$ cat src/rtl/rename_reg_file_ckpt.sv
// Architectural register file plus register alias table (busy bit + ROB tag per register)
// with NCKPT branch checkpoints of the rename map for selective mispredict recovery.
module rename_reg_file_ckpt #(
    parameter int XLEN  = 32,
    parameter int NREG  = 32,
    parameter int TAG_W = 4,
    parameter int NRP   = 2,
    parameter int NCDB  = 2,
    parameter int NCKPT = 4,
    localparam int RW   = $clog2(NREG),
    localparam int CK_W = $clog2(NCKPT)
) (
    input  logic                  clk,
    input  logic                  rst,
    input  logic                  rdy,
    input  logic                  flush,
    input  logic [NRP*RW-1:0]     rs_idx,
    output logic [NRP*XLEN-1:0]   rs_val,
    output logic [NRP-1:0]        rs_rdy,
    output logic [NRP*TAG_W-1:0]  rs_tag,
    output logic [NRP*TAG_W-1:0]  rob_q_tag,
    input  logic [NRP-1:0]        rob_q_rdy,
    input  logic [NRP*XLEN-1:0]   rob_q_val,
    input  logic [NCDB-1:0]       cdb_flag,
    input  logic [NCDB*TAG_W-1:0] cdb_tag,
    input  logic [NCDB*XLEN-1:0]  cdb_val,
    input  logic                  cmt_flag,
    input  logic [RW-1:0]         cmt_rd,
    input  logic [TAG_W-1:0]      cmt_tag,
    input  logic [XLEN-1:0]       cmt_val,
    input  logic                  rnm_flag,
    input  logic [RW-1:0]         rnm_rd,
    input  logic [TAG_W-1:0]      rnm_tag,
    input  logic                  ckpt_save,
    output logic [CK_W-1:0]       ckpt_id,
    output logic                  ckpt_full,
    input  logic                  ckpt_restore,
    input  logic [CK_W-1:0]       ckpt_restore_id,
    input  logic                  ckpt_release,
    input  logic [CK_W-1:0]       ckpt_release_id
);

    logic [XLEN-1:0]  reg_val [NREG];
    logic [NREG-1:0]  busy;
    logic [TAG_W-1:0] tag     [NREG];

    logic [NCKPT-1:0] ck_valid;
    logic [NCKPT-1:0] ck_older [NCKPT];
    logic [NREG-1:0]  ck_busy  [NCKPT];
    logic [TAG_W-1:0] ck_tag   [NCKPT][NREG];

    logic [NREG-1:0]  busy_n;
    logic [TAG_W-1:0] tag_n      [NREG];
    logic [NCKPT-1:0] valid_n;
    logic [NCKPT-1:0] older_n    [NCKPT];
    logic [NREG-1:0]  ck_busy_n  [NCKPT];
    logic [TAG_W-1:0] ck_tag_n   [NCKPT][NREG];

    logic             rnm_en;
    logic             save_en;
    logic [NCKPT-1:0] rel_mask;
    logic [CK_W-1:0]  free_id;

    // ---------------- combinational read ports (pre-update state) ----------------
    for (genvar gp = 0; gp < NRP; gp++) begin : g_rd
        logic [RW-1:0]    idx;
        logic [TAG_W-1:0] mtag;
        logic             cdb_hit;
        logic [XLEN-1:0]  cdb_v;
        logic [XLEN-1:0]  val;
        logic             ok;

        assign idx  = rs_idx[gp*RW +: RW];
        assign mtag = tag[idx];

        // Scan high to low so the lowest matching channel wins.
        always_comb begin
            cdb_hit = 1'b0;
            cdb_v   = '0;
            for (int c = NCDB - 1; c >= 0; c--) begin
                if (cdb_flag[c] && cdb_tag[c*TAG_W +: TAG_W] == mtag) begin
                    cdb_hit = 1'b1;
                    cdb_v   = cdb_val[c*XLEN +: XLEN];
                end
            end
        end

        always_comb begin
            ok  = 1'b1;
            val = '0;
            if (idx == '0) begin
                val = '0;
            end else if (!busy[idx]) begin
                val = reg_val[idx];
            end else if (rob_q_rdy[gp]) begin
                val = rob_q_val[gp*XLEN +: XLEN];
            end else if (cdb_hit) begin
                val = cdb_v;
            end else if (cmt_flag && cmt_tag == mtag) begin
                val = cmt_val;
            end else begin
                ok = 1'b0;
            end
        end

        assign rs_val[gp*XLEN +: XLEN]     = val;
        assign rs_rdy[gp]                  = ok;
        assign rs_tag[gp*TAG_W +: TAG_W]   = mtag;
        assign rob_q_tag[gp*TAG_W +: TAG_W] = mtag;
    end

    // ---------------- checkpoint slot allocation ----------------
    always_comb begin
        free_id = '0;
        for (int j = NCKPT - 1; j >= 0; j--) begin
            if (!ck_valid[j]) free_id = CK_W'(j);
        end
    end

    assign ckpt_id   = free_id;
    assign ckpt_full = &ck_valid;
    assign rnm_en    = rnm_flag && !ckpt_restore && !flush && (rnm_rd != '0);
    assign save_en   = ckpt_save && !ckpt_full && !ckpt_restore && !flush;
    assign rel_mask  = ckpt_release ? ((NCKPT'(1) << ckpt_release_id) & ck_valid) : '0;

    // ---------------- next live map ----------------
    always_comb begin
        busy_n = '0;
        for (int i = 0; i < NREG; i++) begin
            tag_n[i] = tag[i];
            if (ckpt_restore) begin
                tag_n[i]  = ck_tag[ckpt_restore_id][i];
                busy_n[i] = ck_busy[ckpt_restore_id][i] &&
                            !(cmt_flag && cmt_rd == RW'(i) &&
                              ck_tag[ckpt_restore_id][i] == cmt_tag);
            end else begin
                busy_n[i] = busy[i] && !(cmt_flag && cmt_rd == RW'(i) && tag[i] == cmt_tag);
            end
            if (rnm_en && rnm_rd == RW'(i)) begin
                busy_n[i] = 1'b1;
                tag_n[i]  = rnm_tag;
            end
            if (flush) begin
                busy_n[i] = 1'b0;
                tag_n[i]  = '0;
            end
        end
        busy_n[0] = 1'b0;
        tag_n[0]  = '0;
    end

    // ---------------- next checkpoint state ----------------
    always_comb begin
        valid_n = ck_valid;
        if (ckpt_restore) valid_n = ck_valid & ck_older[ckpt_restore_id];
        if (save_en) valid_n[free_id] = 1'b1;
        valid_n = valid_n & ~rel_mask;
        if (flush) valid_n = '0;

        for (int j = 0; j < NCKPT; j++) begin
            older_n[j]   = ck_older[j] & ~rel_mask;
            ck_busy_n[j] = ck_busy[j];
            for (int i = 0; i < NREG; i++) ck_tag_n[j][i] = ck_tag[j][i];
            // Retire the committing producer from every live snapshot too.
            if (ck_valid[j] && cmt_flag && ck_tag[j][cmt_rd] == cmt_tag)
                ck_busy_n[j][cmt_rd] = 1'b0;
            if (save_en && free_id == CK_W'(j)) begin
                older_n[j]   = ck_valid & ~rel_mask;
                ck_busy_n[j] = busy_n;
                for (int i = 0; i < NREG; i++) ck_tag_n[j][i] = tag_n[i];
            end
            if (flush) older_n[j] = '0;
        end
    end

    // ---------------- state update ----------------
    always_ff @(posedge clk or negedge rst) begin
        if (!rst) begin
            busy     <= '0;
            ck_valid <= '0;
            for (int i = 0; i < NREG; i++) begin
                reg_val[i] <= '0;
                tag[i]     <= '0;
            end
            for (int j = 0; j < NCKPT; j++) begin
                ck_older[j] <= '0;
                ck_busy[j]  <= '0;
                for (int i = 0; i < NREG; i++) ck_tag[j][i] <= '0;
            end
        end else if (rdy) begin
            if (cmt_flag && cmt_rd != '0) reg_val[cmt_rd] <= cmt_val;
            busy     <= busy_n;
            ck_valid <= valid_n;
            for (int i = 0; i < NREG; i++) tag[i] <= tag_n[i];
            for (int j = 0; j < NCKPT; j++) begin
                ck_older[j] <= older_n[j];
                ck_busy[j]  <= ck_busy_n[j];
                for (int i = 0; i < NREG; i++) ck_tag[j][i] <= ck_tag_n[j][i];
            end
        end
    end

endmodule

$ cat config.mk
export PLATFORM = sky130hd
export DESIGN_NAME = rename_reg_file_ckpt
export DESIGN_NICKNAME = d
export VERILOG_FILES = /design/src/rtl/rename_reg_file_ckpt.sv
export SDC_FILE = /design/constraint.sdc
export NUM_CORES = 2
export LEC_CHECK = 0
export ABC_AREA = 0
export BUFFER_PORTS_ARGS = -buffer_cell sky130_fd_sc_hd__buf_2
export CORE_UTILIZATION = 50
export CTS_CLUSTER_DIAMETER = 100
export DETAILED_ROUTE_END_ITERATION = 16
export PLACE_DENSITY = 0.66
export SLEW_MARGIN = 20
export SYNTH_ARGS = -nofsm -noshare
export SYNTH_HDL_FRONTEND = slang
export SYNTH_SLANG_ARGS = --single-unit
export TNS_END_PERCENT = 100
$ cat constraint.sdc
create_clock -name clk -period 13.6 [get_ports clk]
set_input_delay 2.72 -clock clk [delete_from_list [all_inputs] [get_ports clk]]
set_output_delay 2.72 -clock clk [all_outputs]
set_load 0.05 [all_outputs]
After elaboration in Yosys (flattened, before gate mapping). Index checks and enable logic that the tools add are counted.

Bits in registers: 1823. Input bits: 213. Output and inout port bits: 85. Logic and storage cells: 945.

Magnitude comparators: 11. Equal/unequal tests: 137. Shifts and indexed selects: 1. Mux-type cells: 282. Bitwise operators: 19. Reductions and logical operators: 298.

Operators with widths (number): $bwmux W1024 (1); $mux W32 (29); $mux W4 (119); $bmux W32 S5 (2); $eq A4 B4 Y1 (72); $bmux W128 S2 (1); $mux W124 (2); $logic_and A1 B1 Y1 (214); $demux W32 S5 (1); $eq A5 B5 Y1 const B (32); $and A32 B32 Y32 (4); $bmux W4 S5 (6); $mux W1 (111); $eq A5 B4 Y1 const B (16); $logic_not A1 Y1 (65); $bmux W32 S2 (1); $eq A5 B3 Y1 const B (8); $and A4 B4 Y4 (8); $not A32 Y32 (1); $eq A5 B2 Y1 const B (4); $ge A6 B6 Y1 const B (3); $lt A5 B6 Y1 const B (3); $not A5 Y6 (3); $reduce_and A2 Y1 (9); other kinds (22) (33).

Logic depth before layout (Yosys ltp).
Depth in word-level cells: 12. Depth in mapped cells: 15.

Least setup slack after synthesis. OpenSTA, ideal clock, no wires.

Path kind: input-to-output. Start: input port rs_idx[2]. End: output port rs_val[21]. Arrival time: 7087 ps. Slack: 3793 ps. Stages: 11. Buffers on the path: 4. Cells stage by stage: buf_2 buf_2 buf_2 inv_1 o311a_1 nor3_1 xor2_1 nor3_1 clkbuf_1 nand3_1 a31oi_1.

Word-level cells in the longest chain between the ends: 12.

RTL lines: start: declaration (RTL line 17) `input logic [NRP*RW-1:0] rs_idx,`; $not A5 Y6 (implied by the code) (*) (RTL line 74) `assign mtag = tag[idx];`; $bmux W4 S5 (*) (RTL line 74); $mux W4 (implied by the code) (*) (2 in a row) (RTL line 74); via rob_q_tag[1] (RTL line 21) `output logic [NRP*TAG_W-1:0] rob_q_tag,`; $eq A4 B4 Y1 (RTL line 81) `if (cdb_flag[c] && cdb_tag[c*TAG_W +: TAG_W] == mtag) begin`; $logic_and A1 B1 Y1 (RTL line 81); $mux W32 or $mux W1 (tied branches) (2 in a row) (RTL line 81); $mux W32 (*) (RTL line 97) `end else if (cdb_hit) begin`; $mux W32 (*) (RTL line 95) `end else if (rob_q_rdy[gp]) begin`; $mux W32 (*) (RTL line 93) `end else if (!busy[idx]) begin`; $mux W32 (*) (RTL line 91) `if (idx == '0) begin`; end: declaration (RTL line 18) `output logic [NRP*XLEN-1:0] rs_val,`.

Mark *: on every way through the listed nets, which the timed path passes. The rest lies on a longest branch. The select of a mux whose other input is x is not followed.

Worst setup path in the final report.
Start: input port rs_idx[2]. End: output port rs_val[30].

Word-level cells in the longest chain between the ends: 12.

RTL lines (RTL line): $not A5 Y6 (implied by the code) (74, 94); $bmux W4 S5 (74); $mux W4 (implied by the code) (2 in a row) (74); $eq A4 B4 Y1 (81); $logic_and A1 B1 Y1 (81); $mux W32 or $mux W1 (tied branches) (2 in a row) (81); $mux W32 (97); $mux W32 (95); $mux W32 (93); $mux W32 (*) (91).

Mark *: on every way between the ends. The rest lies on a longest branch, timed or not. The select of a mux whose other input is x is not followed.

==> impl_metrics.tcl <==
set metrics [dict create \
    cts_setup_buffers 0 \
    netlist.area_leader.share 0.435 \
    dr.pass1.iters 10 \
    p_sw_mw 4.01 \
    endpoint_kind "output port" \
    yosysTopAreaCell "dfrtp_1" \
    place_hpwl_um 237000 \
    grt_util_all_layers 0.369 \
    vias 79300 \
    fp.dieW_um 460 \
    clock_path_buffers 3 \
    tns_ns 0 \
    drive_gt1_frac 0.355 \
    skew_ns 0.0789 \
    timing.hold.ws_ns 0.401 \
    synth_edf_count 0 \
    finalWirelength_um 391000 \
    fp.dieH_um 460 \
    fillers 17100 \
    slew_violations 0 \
    vias_per_cell 7.08 \
    critPathMaxFanout 61 \
    fmax_mhz 90.7 \
    synth-async-reset-ratio 1.00 \
    yosysWarningCount 0 \
    hold_path_depth 0 \
    syn2layout_area_growth_pct 9.74 \
    insertion_delay_ns 0.89 \
    combPwrFrac 0.163 \
    ir_drop_mv 0.122 \
    final-hold-violation-count 0 \
    seq_power_share 0.435 \
    rsz0062_at_grt "no" \
    postCtsHoldBufs 0 \
    start_util 0.504 \
    synthFlopType "dfrtp_1" \
    drc 0 \
    rows 167 \
    cts_tree "built" \
    yosys_register_bits 1819 \
    grt_pass1_vias 79300 \
    leakage_nw 50.5 \
    gr-total-overflow 0 \
    antenna_found_initial 42 \
    syn_area_mm2 0.105 \
    io_pins 298 \
    core-area_mm2 0.208 \
    synth_cell_types 77 \
    synth_nets 8660 \
    nets 8442 \
    power_mw 14.2 \
    swShare 0.282 \
    synth_seq_area_share 0.435 \
    wire_per_inst_um 34.9 \
    max_slew_margin 0.155 \
    setup_violations 0 \
    p_int_mw 10.2 \
    finalCritPeriodShare 0.810 \
    post_synth.cell_area_avg_um2 12.4 \
    arrival_ns 8.30 \
    ys_top_cells_by_area "dfrtp_1, mux4_2, mux2_2, nand2_1, mux2i_1" \
    cts.repair.resized 0 \
    die_area_mm2 0.211 \
    clkSlewWorstSetupHoldPaths_ns 0.06 \
    maxCapViolCount 0 \
    grt_first_pass_wirelength_um 566000 \
    p_clk_frac 0.401 \
    hp-class "flop to flop" \
    tightestPinTransition_ns 1.26 \
    status "finished clean" \
    synthCells 8447 \
    place_congestion 1.03 \
    post-route-min-period_ns 11.02 \
    power_density_mw_per_mm2 124 \
    h-tree-depth 4 \
    grt_start_max_net_pins 186 \
    cp.required_ns 10.88 \
    reg2reg_depth 8 \
    ant_nets 0 \
    drt-initial-drc-count 10700 \
    port_buffers 297 \
    cts_sinks 1819 \
    cts_root_buffer "clkbuf_16" \
    cp-start-kind "input pin" \
    path_class "input pin to output port" \
    cts_inserted_buffers 200 \
]
## sequential cells by signal, summed over array words and instances (netlist names)
register / flops
ck_valid: 4
ck_tag: 496
tag: 124
reg_val: 1024
busy: 31
ck_busy: 124
ck_older: 16
## routing by layer
metal | vias up | GRT usage | part of all wire | routed length, µm
met2 | 5362 | 0.534 | 0.43 | 170000
li1 | 31400 | - | - | -
met3 | 1383 | 0.120 | 0.12 | 48200
met5 | - | 0 | 0.00028 | 108
met4 | 18 | 0.230 | 0.071 | 28000
met1 | 41100 | 0.479 | 0.37 | 145000
## critical path: stages
cell	delay (ns)
buf_6	0.62
buf_4	0.87
nor3b_2	0.14
buf_4	0.44
a221oi_1	0.43
nand3_1	0.37
o21ai_1	0.36
xnor2_1	0.24
or3_2	0.82
a311oi_1	0.23
o22ai_1	0.56
buf_2	0.38
## cells by family after synthesis
family                    after synthesis  synth area share
xor gates and xnor gates              274            0.0229
muxes                                2453             0.353
DFF                                  1819             0.435
AOI/OAI and AO/OA                    1261            0.0809
and+or+nand+nor                      1683            0.0699
buffers and inverters                 957            0.0382
## synth_stat cells (all sizes together), types with 14 or more instances
cell type,instances
nor3,50
dfrtp,1819
a31oi,53
a211oi,65
xor2,186
a221oi,74
xnor2,88
o311a,32
o31ai,95
a22o,19
nand2b,14
a31o,27
buf,291
nor2,266
a22oi,17
nand3,185
mux2i,340
o21ai,471
nand2,943
clkbuf,575
a21oi,89
o22ai,60
a311o,33
inv,88
nor2b,52
nor4,35
a41oi,34
mux4,870
o211ai,41
mux2,1243
o2bb2ai,85
nand4,61
and3,20
## layout make-up
| cell class | count | area (µm²) | area share |
|---|---|---|---|
| sequential | 1819 | 45500 | 0.396 |
| timing repair buffer | 446 | 2950 | 0.0257 |
| inverter | 91 | 348 | 0.00303 |
| antenna | 22 | 55.1 | 0.000479 |
| clock buffer | 300 | 5990 | 0.0521 |
| tap | 2788 | 3490 | 0.0304 |
| multi-input combinational | 5671 | 55600 | 0.484 |
| clock inverter | 58 | 931 | 0.00810 |
## metrics by stage
step / std cells / cell area, µm² / util / setup slack (ns)
2_1_floorplan: 8447 / 105000 / - / 3.79
3_3_place_gp: 10800 / 108000 / 0.519 / 2.99
3_5_place_dp: 10800 / 108000 / 0.519 / 2.89
4_1_cts: 11200 / 115000 / 0.553 / 2.89
5_1_grt: 11200 / 115000 / 0.553 / 2.66
6_report: 11200 / 115000 / 0.553 / 2.58
## final timing paths
check                                         start                       end  slack (ns)
max                                       rs_idx[2]                rs_val[30]        2.58
min                        reg_val[995]$_DFFE_PN0P_  reg_val[995]$_DFFE_PN0P_        0.40
max reg2reg                 ck_valid[1]$_DFFE_PN0P_   ck_busy[28]$_DFFE_PN0P_        9.04
min reg2reg                reg_val[995]$_DFFE_PN0P_  reg_val[995]$_DFFE_PN0P_        0.40
max in group asynchronous                       rst    ck_tag[44]$_DFFE_PN0P_        9.13
min in group asynchronous                       rst  reg_val[131]$_DFFE_PN0P_        1.84
## layout by cell type (no fill, tap or decap), drive strengths merged, types with 65 or more instances in the layout
cell type     n
a221oi       74
nand3       185
mux2       1243
dfrtp      1819
o21ai       471
xor2        186
nand2       943
clkbuf      302
xnor2        88
inv          94
a211oi       65
nor2        266
o31ai        95
a21oi        89
mux4        870
mux2i       340
buf         444
o2bb2ai      85
## power by group through the flow
stage | clock network [mW] | logic (mW) | registers, mW
final | 5.71 | 2.33 | 6.19
after global routing | 5.95 | 2.44 | 6.24
after CTS | 5.75 | 2.29 | 6.17
after detailed placement | 0 | 2.28 | 6.27
after global placement | 0 | 2.24 | 6.23
after floorplan | 0 | 1.63 | 6.15
No activity file was read; power rests on OpenSTA's default activity.
